File: src/rtl/lsu_pkg.sv
// Shared definitions for the load/store unit: funct3 codes, FSM encoding,
// and access-size / alignment helpers.
package lsu_pkg;

  localparam logic [2:0] F3_B  = 3'b000;
  localparam logic [2:0] F3_H  = 3'b001;
  localparam logic [2:0] F3_W  = 3'b010;
  localparam logic [2:0] F3_D  = 3'b011;
  localparam logic [2:0] F3_BU = 3'b100;
  localparam logic [2:0] F3_HU = 3'b101;
  localparam logic [2:0] F3_WU = 3'b110;

  typedef enum logic [2:0] {
    ST_IDLE   = 3'd0,
    ST_LOAD   = 3'd1,
    ST_RMW_RD = 3'd2,
    ST_WRITE  = 3'd3,
    ST_RESP   = 3'd4
  } lsu_state_e;

  // Access size in bytes; funct3[2] only selects zero-extension.
  function automatic logic [3:0] f3_size(input logic [2:0] f3);
    case (f3[1:0])
      2'b00:   return 4'd1;
      2'b01:   return 4'd2;
      2'b10:   return 4'd4;
      default: return 4'd8;
    endcase
  endfunction

  function automatic logic is_aligned(input logic [2:0] f3, input logic [2:0] lo);
    case (f3[1:0])
      2'b00:   return 1'b1;
      2'b01:   return ~lo[0];
      2'b10:   return (lo[1:0] == 2'b00);
      default: return (lo == 3'b000);
    endcase
  endfunction

  function automatic logic [2:0] force_align(input logic [2:0] f3, input logic [2:0] lo);
    case (f3[1:0])
      2'b00:   return lo;
      2'b01:   return {lo[2:1], 1'b0};
      2'b10:   return {lo[2], 2'b00};
      default: return 3'b000;
    endcase
  endfunction

  function automatic logic is_illegal(input logic is_store, input logic [2:0] f3);
    return is_store ? f3[2] : (f3 == 3'b111);
  endfunction

endpackage

File: src/rtl/lsu_lane_align.sv
// Byte-lane steering: extends the addressed lane of a read word for loads and
// merges store bytes into an old doubleword for read-modify-write. Pure combinational.
module lsu_lane_align
  import lsu_pkg::*;
#(
  parameter int XLEN = 64
) (
  input  logic [2:0]      funct3_i,
  input  logic [2:0]      addr_lo_i,
  input  logic [XLEN-1:0] old_word_i,
  input  logic [XLEN-1:0] store_data_i,
  input  logic [XLEN-1:0] rd_word_i,
  output logic [XLEN-1:0] merged_o,
  output logic [XLEN-1:0] load_val_o
);

  logic [XLEN-1:0] shifted;
  logic [XLEN-1:0] st_shift;
  logic [3:0]      size;
  logic [3:0]      lo_ext;
  logic [3:0]      hi_ext;

  always_comb begin
    shifted    = rd_word_i >> {addr_lo_i, 3'b000};
    load_val_o = shifted;
    case (funct3_i)
      F3_B:    load_val_o = {{(XLEN-8){shifted[7]}},   shifted[7:0]};
      F3_H:    load_val_o = {{(XLEN-16){shifted[15]}}, shifted[15:0]};
      F3_W:    load_val_o = {{(XLEN-32){shifted[31]}}, shifted[31:0]};
      F3_BU:   load_val_o = {{(XLEN-8){1'b0}},  shifted[7:0]};
      F3_HU:   load_val_o = {{(XLEN-16){1'b0}}, shifted[15:0]};
      F3_WU:   load_val_o = {{(XLEN-32){1'b0}}, shifted[31:0]};
      default: load_val_o = shifted;
    endcase
  end

  // A byte lane takes store data when it falls in [lo, lo+size).
  always_comb begin
    st_shift = store_data_i << {addr_lo_i, 3'b000};
    size     = f3_size(funct3_i);
    lo_ext   = {1'b0, addr_lo_i};
    hi_ext   = lo_ext + size;
    merged_o = old_word_i;
    for (int i = 0; i < 8; i++) begin
      if ((4'(i) >= lo_ext) && (4'(i) < hi_ext)) begin
        merged_o[8*i +: 8] = st_shift[8*i +: 8];
      end
    end
  end

endmodule

File: src/rtl/load_store_unit.sv
// Load/store unit: converts one byte..doubleword request into doubleword memory
// accesses (read, read-modify-write or full write) and reports result or fault.
module load_store_unit
  import lsu_pkg::*;
#(
  parameter int XLEN        = 64,
  parameter bit CHECK_ALIGN = 1'b1
) (
  input  logic            clk,
  input  logic            rst_n,
  input  logic            req_valid,
  output logic            req_ready,
  input  logic            req_is_store,
  input  logic [2:0]      req_funct3,
  input  logic [XLEN-1:0] req_addr,
  input  logic [XLEN-1:0] req_wdata,
  output logic            resp_valid,
  output logic [XLEN-1:0] resp_rdata,
  output logic            resp_misalign,
  output logic            resp_illegal,
  output logic            mem_read,
  output logic            mem_write,
  output logic [XLEN-1:0] mem_addr,
  output logic [XLEN-1:0] mem_wdata,
  input  logic [XLEN-1:0] mem_rdata
);

  lsu_state_e      state_q, state_d;
  logic [2:0]      f3_q, f3_d;
  logic [XLEN-1:0] addr_q, addr_d;
  logic [XLEN-1:0] sdata_q, sdata_d;
  logic [XLEN-1:0] wdata_q, wdata_d;
  logic [XLEN-1:0] rdata_q, rdata_d;
  logic            mis_q, mis_d;
  logic            ill_q, ill_d;

  logic [XLEN-1:0] merged;
  logic [XLEN-1:0] load_val;
  logic [2:0]      req_lo;
  logic            req_ill;
  logic            req_mis;

  lsu_lane_align #(.XLEN(XLEN)) u_align (
    .funct3_i     (f3_q),
    .addr_lo_i    (addr_q[2:0]),
    .old_word_i   (mem_rdata),
    .store_data_i (sdata_q),
    .rd_word_i    (mem_rdata),
    .merged_o     (merged),
    .load_val_o   (load_val)
  );

  assign req_ill = is_illegal(req_is_store, req_funct3);
  assign req_mis = CHECK_ALIGN && !is_aligned(req_funct3, req_addr[2:0]);
  assign req_lo  = CHECK_ALIGN ? req_addr[2:0] : force_align(req_funct3, req_addr[2:0]);

  always_comb begin
    state_d = state_q;
    f3_d    = f3_q;
    addr_d  = addr_q;
    sdata_d = sdata_q;
    wdata_d = wdata_q;
    rdata_d = rdata_q;
    mis_d   = mis_q;
    ill_d   = ill_q;
    case (state_q)
      ST_IDLE: begin
        if (req_valid) begin
          f3_d    = req_funct3;
          addr_d  = {req_addr[XLEN-1:3], req_lo};
          sdata_d = req_wdata;
          rdata_d = '0;
          mis_d   = 1'b0;
          ill_d   = 1'b0;
          if (req_ill) begin
            ill_d   = 1'b1;
            state_d = ST_RESP;
          end else if (req_mis) begin
            mis_d   = 1'b1;
            state_d = ST_RESP;
          end else if (!req_is_store) begin
            state_d = ST_LOAD;
          end else if (req_funct3[1:0] == 2'b11) begin
            wdata_d = req_wdata;
            state_d = ST_WRITE;
          end else begin
            state_d = ST_RMW_RD;
          end
        end
      end
      ST_LOAD: begin
        rdata_d = load_val;
        state_d = ST_RESP;
      end
      ST_RMW_RD: begin
        wdata_d = merged;
        state_d = ST_WRITE;
      end
      ST_WRITE: state_d = ST_RESP;
      ST_RESP:  state_d = ST_IDLE;
      default:  state_d = ST_IDLE;
    endcase
  end

  always_ff @(posedge clk or negedge rst_n) begin
    if (!rst_n) begin
      state_q <= ST_IDLE;
      f3_q    <= '0;
      addr_q  <= '0;
      sdata_q <= '0;
      wdata_q <= '0;
      rdata_q <= '0;
      mis_q   <= 1'b0;
      ill_q   <= 1'b0;
    end else begin
      state_q <= state_d;
      f3_q    <= f3_d;
      addr_q  <= addr_d;
      sdata_q <= sdata_d;
      wdata_q <= wdata_d;
      rdata_q <= rdata_d;
      mis_q   <= mis_d;
      ill_q   <= ill_d;
    end
  end

  // Strobes decode from state so an async reset removes them immediately.
  assign req_ready     = (state_q == ST_IDLE);
  assign resp_valid    = (state_q == ST_RESP);
  assign mem_read      = (state_q == ST_LOAD) || (state_q == ST_RMW_RD);
  assign mem_write     = (state_q == ST_WRITE);
  assign mem_addr      = {addr_q[XLEN-1:3], 3'b000};
  assign mem_wdata     = wdata_q;
  assign resp_rdata    = rdata_q;
  assign resp_misalign = mis_q;
  assign resp_illegal  = ill_q;

endmodule

File: config.mk
export PLATFORM = sky130hd
export DESIGN_NAME = load_store_unit
export DESIGN_NICKNAME = d
export VERILOG_FILES = /design/src/rtl/lsu_pkg.sv /design/src/rtl/lsu_lane_align.sv /design/src/rtl/load_store_unit.sv
export SDC_FILE = /design/constraint.sdc
export NUM_CORES = 1
export LEC_CHECK = 0
export ABC_AREA = 0
export BUFFER_PORTS_ARGS = -buffer_cell sky130_fd_sc_hd__buf_2
export CORE_UTILIZATION = 54
export CTS_BUF_LIST = sky130_fd_sc_hd__clkbuf_16
export CTS_CLUSTER_SIZE = 20
export DETAILED_ROUTE_END_ITERATION = 6
export GPL_TIMING_DRIVEN = 0
export PLACE_DENSITY_LB_ADDON = 0.3
export REMOVE_ABC_BUFFERS = 1
export SYNTH_ARGS = -nofsm -noshare
export SYNTH_HDL_FRONTEND = slang
export SYNTH_SLANG_ARGS = --single-unit
export TNS_END_PERCENT = 20
File: constraint.sdc
create_clock -name clk -period 3.5 [get_ports clk]
set_input_delay 0.175 -clock clk [delete_from_list [all_inputs] [get_ports clk]]
set_output_delay 0.175 -clock clk [all_outputs]
set_load 0.05 [all_outputs]
==> out/results.txt <==
total power per unit cell area = 1117 nW/um2
routed wire length = 62000 um
Finished Layout Cells = 2563
number of antenna violations at the first check in global routing = 5
number of failing setup endpoints in the final timing report = 0
clock root buffer = clkbuf_16
NumNets Final = 2366
type of the tightest min-delay check = input port to flop
worst reg2reg path depth = 9
synthesized instance count = 1716
largest net degree at the start of global routing = 107
TritonCTS Buffers = 29
Slowest cell on crit path = fa_1
number of flops mapped to enable cells by yosys = 0
library cells used by synthesis = 68
critical path data arrival time = 3930 ps
Synth area leaders = dfrtp_1 (44%), nand2_1 (14%), mux2i_1 (8.3%)
area of the mapped netlist = 15010 um2
worst-case setup margin in the final layout = 13.46 ps
Clock Skews = 12.60 ps
Clock Pin Slew Worst Setup and Hold Paths = 70 ps
HPWL after detailed placement = 37220 um
Worst Hold Launch = mem_rdata[26]
clock tree from TritonCTS = built
failing checks = design-rule violations, max-capacitance violations, max-slew violations
total count of max-transition violations in the final report = 8
Layout Area Growth over Synthesis = 32.50%
post-synthesis sequential area ratio = 44.00%
Fillers = 1918
vias per cell = 6.355
element type at the critical path end = flop
leakage power total = 9.588 nW
Seq cells post-synth = 264
status = finished with violations
remaining global-route overflow = 0
count of endpoints failing hold in the final timing report = 0
async set-reset flop share out of synthesis = 100.0%
family with the most delay on the worst path = compound AO/OA/AOI/OAI gates
Die Wd = 168.7 um
worst hold margin = 12.31 ps
GRT Resource Usage Total = 42.02%
final worst path period need = 3487 ps
number of buffer and inverter instances along the worst setup path = 2
crit path max fanout = 39
Vert. Die Dim = 168.7 um
critical path type = flop to flop
predominant post-synthesis flop cell = dfrtp_1
placeable core region = 27100 um2
Crit. path cell count = 9
delay of the slowest critical-path stage = 580 ps
RD Place Congestion = 0.9045
critical path startpoint category = flop
number of buffers added on ports = 393
cell area after layout = 19890 um2
Iteration-0 DRC Markers = 2419
placement-stage worst setup slack = -667.4 ps
ANT nets after route = 0
count of max-cap constraint violations = 1
required time reported for the critical path endpoint = 3940 ps
Starting Density = 55.40%
buffer levels on the longest clock path = 3
number of rows in the core area = 60
Reg-to-Reg Start = addr_q[0]
Yosys warning count = 0
wire length per cell after detailed routing = 24.19 um
relative max-transition margin = -9.052%
Placed Instances = 2317
# H-tree levels = 1
remaining routing DRC violations = 14
cell-by-cell trace of the critical path = buf_16, buf_12, ha_1, fa_1, and2_1, o21a_1, a21oi_4, o21ai_0, o22ai_1
area after detailed placement = 17000 um2
die area = 28470 um2
Hold Crit Depth = 3
maximum operating frequency = 286.8 MHz
launch point of the critical path = addr_q[0]
number of global-route vias before repair = 15860
slew of the pin with the lowest slew margin = 1632 ps
Max IR drop VDD = 0.0007936 V
unrepaired setup endpoints after global routing = yes
Post-synth top cells = nand2_1 (540), dfrtp_1 (264), o21ai_0 (130)
fraction of post-synthesis cell area in the top cell type by area = 44.00%
dominant cell type by area after synthesis = dfrtp_1
I/O pin total = 397
average cell area after synthesis = 8.749 um2
final critical-path share of the clock period = 99.62%
routed via count = 16290
sum of negative setup slack = 0 ps
Skew-Pair Late Insertion Delay = 550 ps
global-route wire length before repair = 90890 um
Sink Count = 264
layout cell share with drive strength beyond 1 = 25.68%
number of optimization iterations in the first detailed-route pass = 7
most frequent cell after synthesis = nand2_1
cell type report:
type                       instances  area, um2  share of cell area [%]
multi-input combinational       1247       7498                   37.69
sequential                       264       6619                   33.27
timing repair buffer             608       4380                   22.02
clock buffer                      29      725.7                   3.648
tap                              372      465.4                   2.340
clock inverter                    24      138.9                  0.6982
inverter                          13      50.05                  0.2516
antenna                            6      15.01                 0.07548
tightest hold or removal path, cell delays in order:
cell and delay [ps]:
buf_2 110, a32oi_1 60, a31oi_1 160
per-stage QoR:
stage / power, mW / util, %
after CTS: 21.44 / 72.96
final: 22.22 / 73.40
after floorplan: 13.96 / -
after global routing: 23.01 / 73.37
after detailed placement: 18.18 / 62.74
after global placement: 17.48 / 60.53
per-layer routing:
metal	routed length (um)	track usage, %	vias up	share of wire (%)
met4	4102	24.66	2	6.6
met2	27580	65.34	1345	44
met3	8162	12.91	319	13
li1	-	-	6855	-
met5	14	0	-	0.023
met1	22140	51.75	7768	36
cell families (layout without fill, tap and decap cells):
kind of cell	Yosys count	in the layout	synth area share, %
compound gates	409	409	17.73
xor+xnor	1	1	0.05835
fa+ha+maj	4	4	0.3834
buf+inv	207	674	7.317
flops	264	264	44.00
mux	167	167	12.77
other cells	1	9	0.02498
simple gates	663	663	17.71
report_power, final:
part           internal [mW]  switching, mW  total, mW
clock network           1.57           1.30       2.88
logic                   3.91           9.69       13.6
registers               4.43           1.30       5.74
total                   9.92           12.3       22.2
registers in the layout (all words and copies together) (netlist names):
name / cells
addr_q: 64
mem_wdata: 64
resp_rdata: 64
sdata_q: 64
f3_q: 3
state_q: 3
resp_illegal: 1
resp_misalign: 1
cell usage in the layout (no fill, tap or decap), types with 5 or more instances in the layout:
cell type      netlist  routed
a211oi_1            21      21
a21oi_1             58      52
a221o_1             24      24
a222oi_1             7       7
a22o_1               9       9
a22oi_1              8       8
a2bb2oi_1            8       8
a31oi_1             27      25
a32oi_1              7       6
and3_1               8       8
buf_16               0      10
buf_2               16     392
buf_4               64       8
buf_6                6      13
buf_8                0       6
clkbuf_16            0      30
clkinv_1             1       5
clkinv_2             0       9
dfrtp_1            264     260
diode_2              0       6
dlygate4sd3_1        0     174
inv_1               12      18
mux2_2              26      26
mux2i_1            124     124
mux4_2              17      17
nand2_1            540     537
nor2_1              64      63
nor2b_1             12       9
nor3_1              11       9
o211ai_1             9       9
o21a_1               5       5
o21ai_0            130     130
o221ai_1            14      14
o22ai_1             48      48
o31ai_1              7       7
what timing repair did:
action	CTS	global route
hold endpoints to repair	254	0
setup buffers	9	3
pin swaps	3	2
resized for setup	12	5
hold buffers	174	0
gates cloned	0	1
setup endpoints to repair	105	68
worst paths after layout:
path | end | slack, ps
max in group asynchronous | addr_q[2] | 2330
min in group asynchronous | sdata_q[55] | 170
worst min-delay path | mem_wdata[26] | 10
worst max-delay path | mem_wdata[17] | 10
worst min register to register | addr_q[4] | 470
worst max register to register | mem_wdata[17] | 10
(Power assumes the default switching activity.)
